--- src/rtl/rgb888_to_rgb444_ditherer.sv ---
// RGB888 -> RGB444 stream converter with optional 4x4 ordered dither.
// Two register stages: S1 holds c8*15 per channel plus the dither value, S2 drives m_*.
module rgb888_to_rgb444_ditherer #(
  parameter bit DITHER_DEFAULT = 1'b1,
  parameter int PIX_CNT_W      = 22
) (
  input  logic                 clk,
  input  logic                 rst_n,
  input  logic                 dither_en,
  input  logic                 s_valid,
  output logic                 s_ready,
  input  logic [23:0]          s_data,
  input  logic                 s_sof,
  input  logic                 s_eol,
  output logic                 m_valid,
  input  logic                 m_ready,
  output logic [11:0]          m_data,
  output logic                 m_sof,
  output logic                 m_eol,
  output logic [PIX_CNT_W-1:0] pix_count
);

  // Handshake: a transfer happens on a rising edge where valid && ready are both
  // high. The producer holds its payload stable while valid && !ready.

  // DITHER_DEFAULT only documents the expected power-up setting of dither_en.
  if (DITHER_DEFAULT) begin : g_dither_default_on
  end

  localparam logic [PIX_CNT_W-1:0] PIX_ONE = PIX_CNT_W'(1);

  logic [1:0]           x_phase_q, x_phase_d;
  logic [1:0]           y_phase_q, y_phase_d;
  logic                 s1_valid_q, s1_valid_d;
  logic [11:0]          s1_r_q, s1_r_d;
  logic [11:0]          s1_g_q, s1_g_d;
  logic [11:0]          s1_b_q, s1_b_d;
  logic [3:0]           s1_dith_q, s1_dith_d;
  logic                 s1_sof_q, s1_sof_d;
  logic                 s1_eol_q, s1_eol_d;
  logic                 m_valid_q, m_valid_d;
  logic [11:0]          m_data_q, m_data_d;
  logic                 m_sof_q, m_sof_d;
  logic                 m_eol_q, m_eol_d;
  logic [PIX_CNT_W-1:0] pix_count_q, pix_count_d;

  logic       s2_load;
  logic       s_xfer;
  logic       m_xfer;
  logic [1:0] cur_x;
  logic [1:0] cur_y;

  function automatic logic [3:0] bayer(input logic [1:0] y, input logic [1:0] x);
    case ({y, x})
      4'h0:    bayer = 4'd0;
      4'h1:    bayer = 4'd8;
      4'h2:    bayer = 4'd2;
      4'h3:    bayer = 4'd10;
      4'h4:    bayer = 4'd12;
      4'h5:    bayer = 4'd4;
      4'h6:    bayer = 4'd14;
      4'h7:    bayer = 4'd6;
      4'h8:    bayer = 4'd3;
      4'h9:    bayer = 4'd11;
      4'ha:    bayer = 4'd1;
      4'hb:    bayer = 4'd9;
      4'hc:    bayer = 4'd15;
      4'hd:    bayer = 4'd7;
      4'he:    bayer = 4'd13;
      default: bayer = 4'd5;
    endcase
  endfunction

  // c*15 as c*16 - c; the largest intermediate (4080) still fits in 12 bits.
  function automatic logic [11:0] times15(input logic [7:0] c);
    times15 = ({4'b0000, c} << 4) - {4'b0000, c};
  endfunction

  // Sum peaks at 3825 + 240 + 8 = 4073, so bits [11:8] never overflow 15.
  function automatic logic [3:0] quant(input logic [11:0] p, input logic [3:0] d);
    logic [11:0] sum;
    sum   = p + {4'b0000, d, 4'b0000} + 12'd8;
    quant = sum[11:8];
  endfunction

  assign s2_load = !m_valid_q || m_ready;
  assign s_ready = !s1_valid_q || s2_load;
  assign s_xfer  = s_valid && s_ready;
  assign m_xfer  = m_valid_q && m_ready;

  // A pixel carrying sof always sits at phase (0,0), even mid-line.
  assign cur_x = s_sof ? 2'd0 : x_phase_q;
  assign cur_y = s_sof ? 2'd0 : y_phase_q;

  always_comb begin
    x_phase_d  = x_phase_q;
    y_phase_d  = y_phase_q;
    s1_valid_d = s1_valid_q;
    s1_r_d     = s1_r_q;
    s1_g_d     = s1_g_q;
    s1_b_d     = s1_b_q;
    s1_dith_d  = s1_dith_q;
    s1_sof_d   = s1_sof_q;
    s1_eol_d   = s1_eol_q;
    if (s_ready) begin
      s1_valid_d = s_valid;
    end
    if (s_xfer) begin
      x_phase_d = s_eol ? 2'd0 : cur_x + 2'd1;
      y_phase_d = s_eol ? cur_y + 2'd1 : cur_y;
      s1_r_d    = times15(s_data[23:16]);
      s1_b_d    = times15(s_data[15:8]);
      s1_g_d    = times15(s_data[7:0]);
      s1_dith_d = dither_en ? bayer(cur_y, cur_x) : 4'd8;
      s1_sof_d  = s_sof;
      s1_eol_d  = s_eol;
    end
  end

  always_comb begin
    m_valid_d   = m_valid_q;
    m_data_d    = m_data_q;
    m_sof_d     = m_sof_q;
    m_eol_d     = m_eol_q;
    pix_count_d = pix_count_q;
    if (s2_load) begin
      m_valid_d = s1_valid_q;
      if (s1_valid_q) begin
        m_data_d = {quant(s1_r_q, s1_dith_q), quant(s1_g_q, s1_dith_q),
                    quant(s1_b_q, s1_dith_q)};
        m_sof_d  = s1_sof_q;
        m_eol_d  = s1_eol_q;
      end
    end
    if (m_xfer) begin
      if (m_sof_q) begin
        pix_count_d = PIX_ONE;
      end else if (!(&pix_count_q)) begin
        pix_count_d = pix_count_q + PIX_ONE;
      end
    end
  end

  always_ff @(posedge clk or negedge rst_n) begin
    if (!rst_n) begin
      x_phase_q   <= 2'd0;
      y_phase_q   <= 2'd0;
      s1_valid_q  <= 1'b0;
      s1_r_q      <= 12'd0;
      s1_g_q      <= 12'd0;
      s1_b_q      <= 12'd0;
      s1_dith_q   <= 4'd0;
      s1_sof_q    <= 1'b0;
      s1_eol_q    <= 1'b0;
      m_valid_q   <= 1'b0;
      m_data_q    <= 12'd0;
      m_sof_q     <= 1'b0;
      m_eol_q     <= 1'b0;
      pix_count_q <= '0;
    end else begin
      x_phase_q   <= x_phase_d;
      y_phase_q   <= y_phase_d;
      s1_valid_q  <= s1_valid_d;
      s1_r_q      <= s1_r_d;
      s1_g_q      <= s1_g_d;
      s1_b_q      <= s1_b_d;
      s1_dith_q   <= s1_dith_d;
      s1_sof_q    <= s1_sof_d;
      s1_eol_q    <= s1_eol_d;
      m_valid_q   <= m_valid_d;
      m_data_q    <= m_data_d;
      m_sof_q     <= m_sof_d;
      m_eol_q     <= m_eol_d;
      pix_count_q <= pix_count_d;
    end
  end

  assign m_valid   = m_valid_q;
  assign m_data    = m_data_q;
  assign m_sof     = m_sof_q;
  assign m_eol     = m_eol_q;
  assign pix_count = pix_count_q;

endmodule

--- config.mk ---
export PLATFORM = sky130hd
export DESIGN_NAME = rgb888_to_rgb444_ditherer
export DESIGN_NICKNAME = d
export VERILOG_FILES = /design/src/rtl/rgb888_to_rgb444_ditherer.sv
export SDC_FILE = /design/constraint.sdc
export NUM_CORES = 1
export LEC_CHECK = 0
export ABC_AREA = 1
export BUFFER_PORTS_ARGS = -buffer_cell sky130_fd_sc_hd__clkbuf_2
export CORE_ASPECT_RATIO = 0.9
export CORE_MARGIN = 3
export CORE_UTILIZATION = 55
export CTS_CLUSTER_DIAMETER = 60
export DETAILED_ROUTE_END_ITERATION = 10
export HOLD_SLACK_MARGIN = 0.15
export PLACE_DENSITY = 0.87
export SYNTH_ARGS = -nofsm -noshare
export SYNTH_HDL_FRONTEND = slang
export SYNTH_SLANG_ARGS = --single-unit
--- constraint.sdc ---
create_clock -name clk -period 3.6 [get_ports clk]
set_input_delay 0.72 -clock clk [delete_from_list [all_inputs] [get_ports clk]]
set_output_delay 0.72 -clock clk [all_outputs]
set_load 0.03 [all_outputs]
==> impl_metrics.toml, run 1 <==
[timing]
fin_crit_ns = 1.99
fin_crit_sh_pct = 55.3
setup_tns_ns = 0
tightest_slew_ns = 0.810
hold_viol_final = 0
final_max_slew_viol_count = 0
fmax_mhz = 503
hold_slack_ns = 0.217
skew_ns = 0.0125
finalSetupViolCount = 0
layout_setup_ws_ns = 1.61
rsz0062_at_grt = "false"
slew_headroom_pct = 46.0

[final_layout]
drive_above_1_share_pct = 13.8
nFillCells = 780
num_antenna_cells = 0
final_util_pct = 65.3
fin_nets = 865
area_delta_synth_final_pct = 12.9

[floorplan]
dieArea_sq_um = 10400
die_w_um = 107
start_util_pct = 57.8
rows = 32
core_area_sq_um = 8730
io-pin-count = 69
die_h_um = 96.9

[detailed_routing]
drt-pass1-iter-count = 4
drtAntennaViolNets = 0
wl_um = 11700
dr_total_vias = 4937
viasPerCell = 5.30
drc = 0
wl_per_cell_um = 12.6
drt_first_iter_violations = 300

[worst_hold_path]
hold_path_class = "primary input to async pin"

[worst_setup_path]
max_stage_delay_ns = 0.45
required_ns = 3.83
critPathArrivalTime_ns = 2.22
cp-start-kind = "register"
critPathTopFamily = "simple AND/OR/NAND/NOR gates"
path_buf_inv = 1
worst_path_max_delay_cell = "dfrtp_1"
cp_cell_sequence = "ha_1 -> nand2_2 -> nor2_4 -> nand2_4 -> nor2_4 -> nand3_2 -> nand2_4 -> inv_1 -> nand2_1 -> nand2_1"
cp-end-kind = "register"
critPathMaxFanout = 42
path_class = "register to register"

[cts]
clock_latency_ns = 0.35
post_cts_buffers = 0
clock-sinks = 75
ctsLongestPathBuffers = 2
cts-resized-gates = 0
cts_htree_levels = 3
clk_pin_slew_worst_paths_ns = 0.09
cts_hold_buf = 0
cts_tree = "yes"
cts_root_buf = "clkbuf_8"
cts_buffers = 9

[placement]
hpwl_um = 8890
port_buffers = 68
place.gp.congestion = 0.933
dpl_worst_slack_ns = 1.47

[grt]
antenna_found_initial = 0
grt_pass1_wl_um = 20200
overflow = 0
grt_pass1_vias = 4565
grt_use_total_pct = 23.4
grt_max_degree = 66

[logic_synthesis]
synth.most_common_cell = "nand2_1"
synth_async_sr_flop_share_pct = 100
synth_edf_count = 0
synth_area_leaders = "dfrtp_1 (37%), nand2_1 (21%), nand3_1 (6.5%)"
synthFlopType = "dfrtp_1"
synth_area_per_cell_sq_um = 6.81
yosysWarnings = 0
synth_top_area_share_pct = 37.2
syn_area_sq_um = 5040
yosys.area.top_type = "dfrtp_1"
synth_fp_nets = 797
ys_types = 35
syn_inst = 741
yosys-top-cells-count = "nand2_1 (287), inv_1 (79), dfrtp_1 (75)"
synth_seq_cells = 75
seq_area_frac_synth_pct = 37.2

[pwr]
power.leakage_nw = 3.03
p_per_area_nw_per_um2 = 487
finalPower_mw = 2.77
ir_worst_vdd_uv = 294

[run_status]
status = "finished, final reports clean"

[flow_run]
cap_viol_max_count = 0
stage by stage:
step                instance area (sq um)  cells
floorplan                            5040    741
global placement                     5470    917
detailed placement                   5470    917
CTS                                  5700    932
global route                         5700    932
finish                               5700    932
layer usage:
metal  GRT usage, %  wire length, um
met1           30.1             5040
met2           39.2             5750
met3           5.07              692
met4           7.87              240
met5              0                0
where the power goes:
group	switching, mW	internal, mW
Sequential	0.152	0.996
Combinational	0.586	0.276
Clock	0.312	0.453
worst reg2reg max path: stages, from the launching register on:
cell and delay [ns]:
dfrtp_1 0.45, ha_1 0.23, nand2_2 0.10, nor2_4 0.16
nand2_4 0.09, nor2_4 0.13, nand3_2 0.09, nand2_4 0.38
inv_1 0.12, nand2_1 0.08, nand2_1 0.06
logic make-up (layout without fill, tap and decap cells):
group           after synthesis  in the layout  synth area share, %
fa+ha+maj                    25             25                 6.20
xor+xnor                      5              5                0.868
compound gates               87             87                 10.3
buf+inv                      97            169                 8.04
flops                        75             75                 37.2
simple gates                452            452                 37.4
sequential cells by signal, indices dropped and copies added, names as in the netlist:
register	count
s1_b_q	9
x_phase_q	2
s1_r_q	9
s1_eol_q	1
s1_sof_q	1
pix_count	22
m_eol	1
m_valid	1
s1_g_q	9
s1_valid_q	1
m_data	12
s1_dith_q	4
y_phase_q	2
m_sof	1
path summary, 6_finish.rpt:
check,from,cells past startpoint,to,slack (ns)
min in group clk,s1_b_q[3],2,s1_b_q[3],0.49
setup reg to reg,pix_count[0],10,pix_count[10],1.61
max in group asynchronous,rst_n,2,m_data[9],2.29
setup / recovery,pix_count[0],10,pix_count[10],1.61
hold reg to reg,s1_b_q[3],2,s1_b_q[3],0.49
hold / removal,rst_n,1,pix_count[6],0.22
layout make-up:
| cell class | instances | area (sq um) | share of cell area (%) |
|---|---|---|---|
| Multi-Input combinational cell | 569 | 2760 | 48.5 |
| Sequential cell | 75 | 1880 | 33.0 |
| Clock inverter | 6 | 105 | 1.85 |
| Inverter | 82 | 308 | 5.40 |
| Tap cell | 119 | 149 | 2.61 |
| Clock buffer | 9 | 124 | 2.17 |
| Timing Repair Buffer | 72 | 370 | 6.50 |
cell usage in the layout, fill, tap and decap left out:
cell type  Yosys  layout
a21oi_1       20      20
buf_2          3       1
dfrtp_1       75      75
xor2_1         3       3
bufinv_16      0       3
nand2_1      287     287
o21ai_2       10      10
ha_1          25      25
nor2_4         3       3
a21bo_2        2       2
nor3_1         8       8
buf_4          0       4
inv_1         79      79
nand2_2        2       2
inv_2          1       1
o22ai_1        1       1
o21ai_1       10      10
a21boi_0       1       1
nand3_2        1       1
o21bai_1       7       7
nor2_2         2       2
o211ai_1       1       1
clkinv_1       2       2
nor2_1        67      67
a41oi_1        1       1
nand3_1       66      66
nand2_4        2       2
or2_2          2       2
xnor2_1        2       2
nand3b_1       5       5
clkbuf_2       0      67
nand4_1        7       7
clkinv_2       0       3
clkbuf_8       0       9
o31ai_1        3       3
a31oi_1        3       3
o21ai_0       28      28
Power figures use the tool's default switching activity.
==> run 2, diff against run 1 <==
--- a/config.mk
+++ b/config.mk
@@ -5,7 +5,7 @@
 export SDC_FILE = /design/constraint.sdc
 export NUM_CORES = 1
 export LEC_CHECK = 0
-export ABC_AREA = 1
+export ABC_AREA = 0
 export BUFFER_PORTS_ARGS = -buffer_cell sky130_fd_sc_hd__clkbuf_2
 export CORE_ASPECT_RATIO = 0.9
 export CORE_MARGIN = 3
@@ -13,7 +13,7 @@
 export CTS_CLUSTER_DIAMETER = 60
 export DETAILED_ROUTE_END_ITERATION = 10
 export HOLD_SLACK_MARGIN = 0.15
-export PLACE_DENSITY = 0.87
+export PLACE_DENSITY = 0.88
 export SYNTH_ARGS = -nofsm -noshare
 export SYNTH_HDL_FRONTEND = slang
 export SYNTH_SLANG_ARGS = --single-unit
==> constraint.sdc (replaced) <==
create_clock -name clk -period 2 [get_ports clk]
set_input_delay 0.4 -clock clk [delete_from_list [all_inputs] [get_ports clk]]
set_output_delay 0.4 -clock clk [all_outputs]
set_load 0.03 [all_outputs]
==> impl_metrics.toml, run 2 <==
[run_status]
status = "finished, final reports clean"

[placement]
placedCellCount = 677
hpwl_um = 7900
placed_cell_area_sq_um = 5180
place.gp.congestion = 0.859
port_buffers = 68

[floorplan]
die_w_um = 101
core_area_sq_um = 7690
rows = 30
start_util_pct = 57.5
die_h_um = 91.1
io-pin-count = 69
dieArea_sq_um = 9160

[logic_synthesis]
synth_edf_count = 0
synth.most_common_cell = "dfrtp_1"
syn_inst = 488
synth_fp_nets = 544
synth_area_leaders = "dfrtp_1 (42%), ha_1 (7.1%), nand2_1 (6.3%)"
synth_top_area_share_pct = 42.4
yosys.area.top_type = "dfrtp_1"
yosys-top-cells-count = "dfrtp_1 (75), nand2_1 (74), o21ai_0 (34)"
syn_area_sq_um = 4430
synth_async_sr_flop_share_pct = 100
seq_area_frac_synth_pct = 42.4
synthFlopType = "dfrtp_1"
yosysWarnings = 0
synth_area_per_cell_sq_um = 9.07
ys_types = 51
synth_seq_cells = 75

[cts]
post_cts_buffers = 0
clock_latency_ns = 0.35
cts_buffers = 9
cts_htree_levels = 3
clock-sinks = 75
cts_root_buf = "clkbuf_8"
cts_tree = "yes"
ctsLongestPathBuffers = 2
clk_pin_slew_worst_paths_ns = 0.08

[pwr]
power.leakage_nw = 2.54
p_int_mw = 3.31
combPwrFrac_pct = 34.1
p_per_area_nw_per_um2 = 974
seq_power_share_pct = 40.0
clkPwrFrac_pct = 25.9
netSwitchingPower_mw = 1.98
p_sw_share_pct = 37.5
ir_worst_vdd_uv = 447

[timing]
fin_crit_sh_pct = 94.0
tightest_slew_ns = 0.507
hold_viol_final = 0
fmax_mhz = 532
skew_ns = 0.00716
rsz0062_at_grt = "false"
slew_headroom_pct = 65.9
finalSetupViolCount = 0
final_max_slew_viol_count = 0
fin_crit_ns = 1.88

[grt]
antenna_found_initial = 0
overflow = 0
grt_pass1_wl_um = 18200
grt_use_total_pct = 24.3
grt_pass1_vias = 3987
grt_max_degree = 76

[final_layout]
num_antenna_cells = 0
stdcell_count = 694
fin_nets = 649
drive_above_1_share_pct = 23.7
largest_register_ffs = 22
final_cell_mix = "nand2_1 (74), dfrtp_1 (73), clkbuf_2 (67), buf_4 (39), o21ai_0 (34)"
final_common_cell = "nand2_1"
area_delta_synth_final_pct = 22.7
design_area_sq_um = 5430

[detailed_routing]
drt_first_iter_violations = 318
viasPerCell = 6.02
dr_total_vias = 4178
wl_um = 10900
drt-pass1-iter-count = 5
drc = 0
wl_per_cell_um = 15.7
drtAntennaViolNets = 0

[worst_setup_path]
cp-start-kind = "register"
ff2ff_path_depth = 5
critPathArrivalTime_ns = 2.12
critPathMaxFanout = 10
required_ns = 2.24
path_class = "register to register"
cp-end-kind = "register"

[flow_run]
cap_viol_max_count = 0

[worst_hold_path]
hold_path_class = "primary input to register"
hold_depth = 2
-- run 2: logic make-up (layout without fill, tap and decap cells) --
kind of cell,Yosys count,count (layout),share of synthesized area [%]
AO/OA/AOI/OAI,128,128,20.0
XOR/XNOR,16,16,3.17
adder cells (fa/ha/maj),25,25,7.07
buffers and inverters,40,150,3.62
flip-flops,75,75,42.4
multiplexers,4,4,0.905
AND/OR/NAND/NOR,200,200,22.8
-- run 2: worst paths after layout --
check,to,slack [ns],start
worst max-delay path,pix_count[17],0.12,pix_count[7]
worst min-delay path,pix_count[20],0.27,m_ready
worst max register to register,pix_count[17],0.12,pix_count[7]
worst min register to register,m_eol,0.48,s1_eol_q
max in group asynchronous,pix_count[1],1.07,rst_n
min in group asynchronous,m_data[7],0.62,rst_n
-- run 2: area by class of cell --
type | count | area [sq um]
tap | 96 | 120
clock buffer | 13 | 169
multi-input combinational | 373 | 2400
clock inverter | 3 | 68.8
sequential | 75 | 1880
fill | 543 | 2260
inverter | 23 | 86.3
timing repair buffer | 111 | 703
-- run 2: timing repair --
action	CTS	global route
hold endpoints to repair	75	0
hold buffers	1	0
gates resized for setup	0	2
setup endpoints to repair	0	2
-- run 2: stage by stage --
stage	utilization, %	setup slack [ns]	power (mW)	hold WS (ns)	setup TNS (ns)
after floorplan	-	0.0484	3.27	0.104	0
after global placement	67.3	-0.0135	3.82	0.451	-0.0157
after detailed placement	67.3	-0.0958	3.93	0.463	-0.262
after CTS	70.5	0.128	5.29	0.256	0
after global routing	70.6	0.0213	5.58	0.292	0
final	70.6	0.120	5.29	0.268	0
-- run 2: worst max-delay path, cell delays in order, from the launching register on --
cell	delay [ns]
dfrtp_1	0.43
nand3_1	0.24
nor4_2	0.35
a41o_2	0.34
nor4_1	0.08
a311o_1	0.33
-- run 2: routing by layer --
metal | part of all wire, % | vias to the layer above | global-route usage, %
li1 | - | 2017 | -
met1 | 43 | 1995 | 31.3
met2 | 49 | 146 | 39.8
met3 | 6.0 | 20 | 4.61
met4 | 2.1 | 0 | 10.2
met5 | 0 | - | 0
-- run 2: power groups by stage --
| stage | clock network, mW | registers [mW] | logic, mW |
|---|---|---|---|
| after detailed placement | 0 | 2.14 | 1.78 |
| after floorplan | 0 | 2.43 | 0.832 |
| after global routing | 1.44 | 2.17 | 1.97 |
| after CTS | 1.38 | 2.11 | 1.80 |
| final | 1.37 | 2.12 | 1.80 |
| after global placement | 0 | 2.11 | 1.71 |
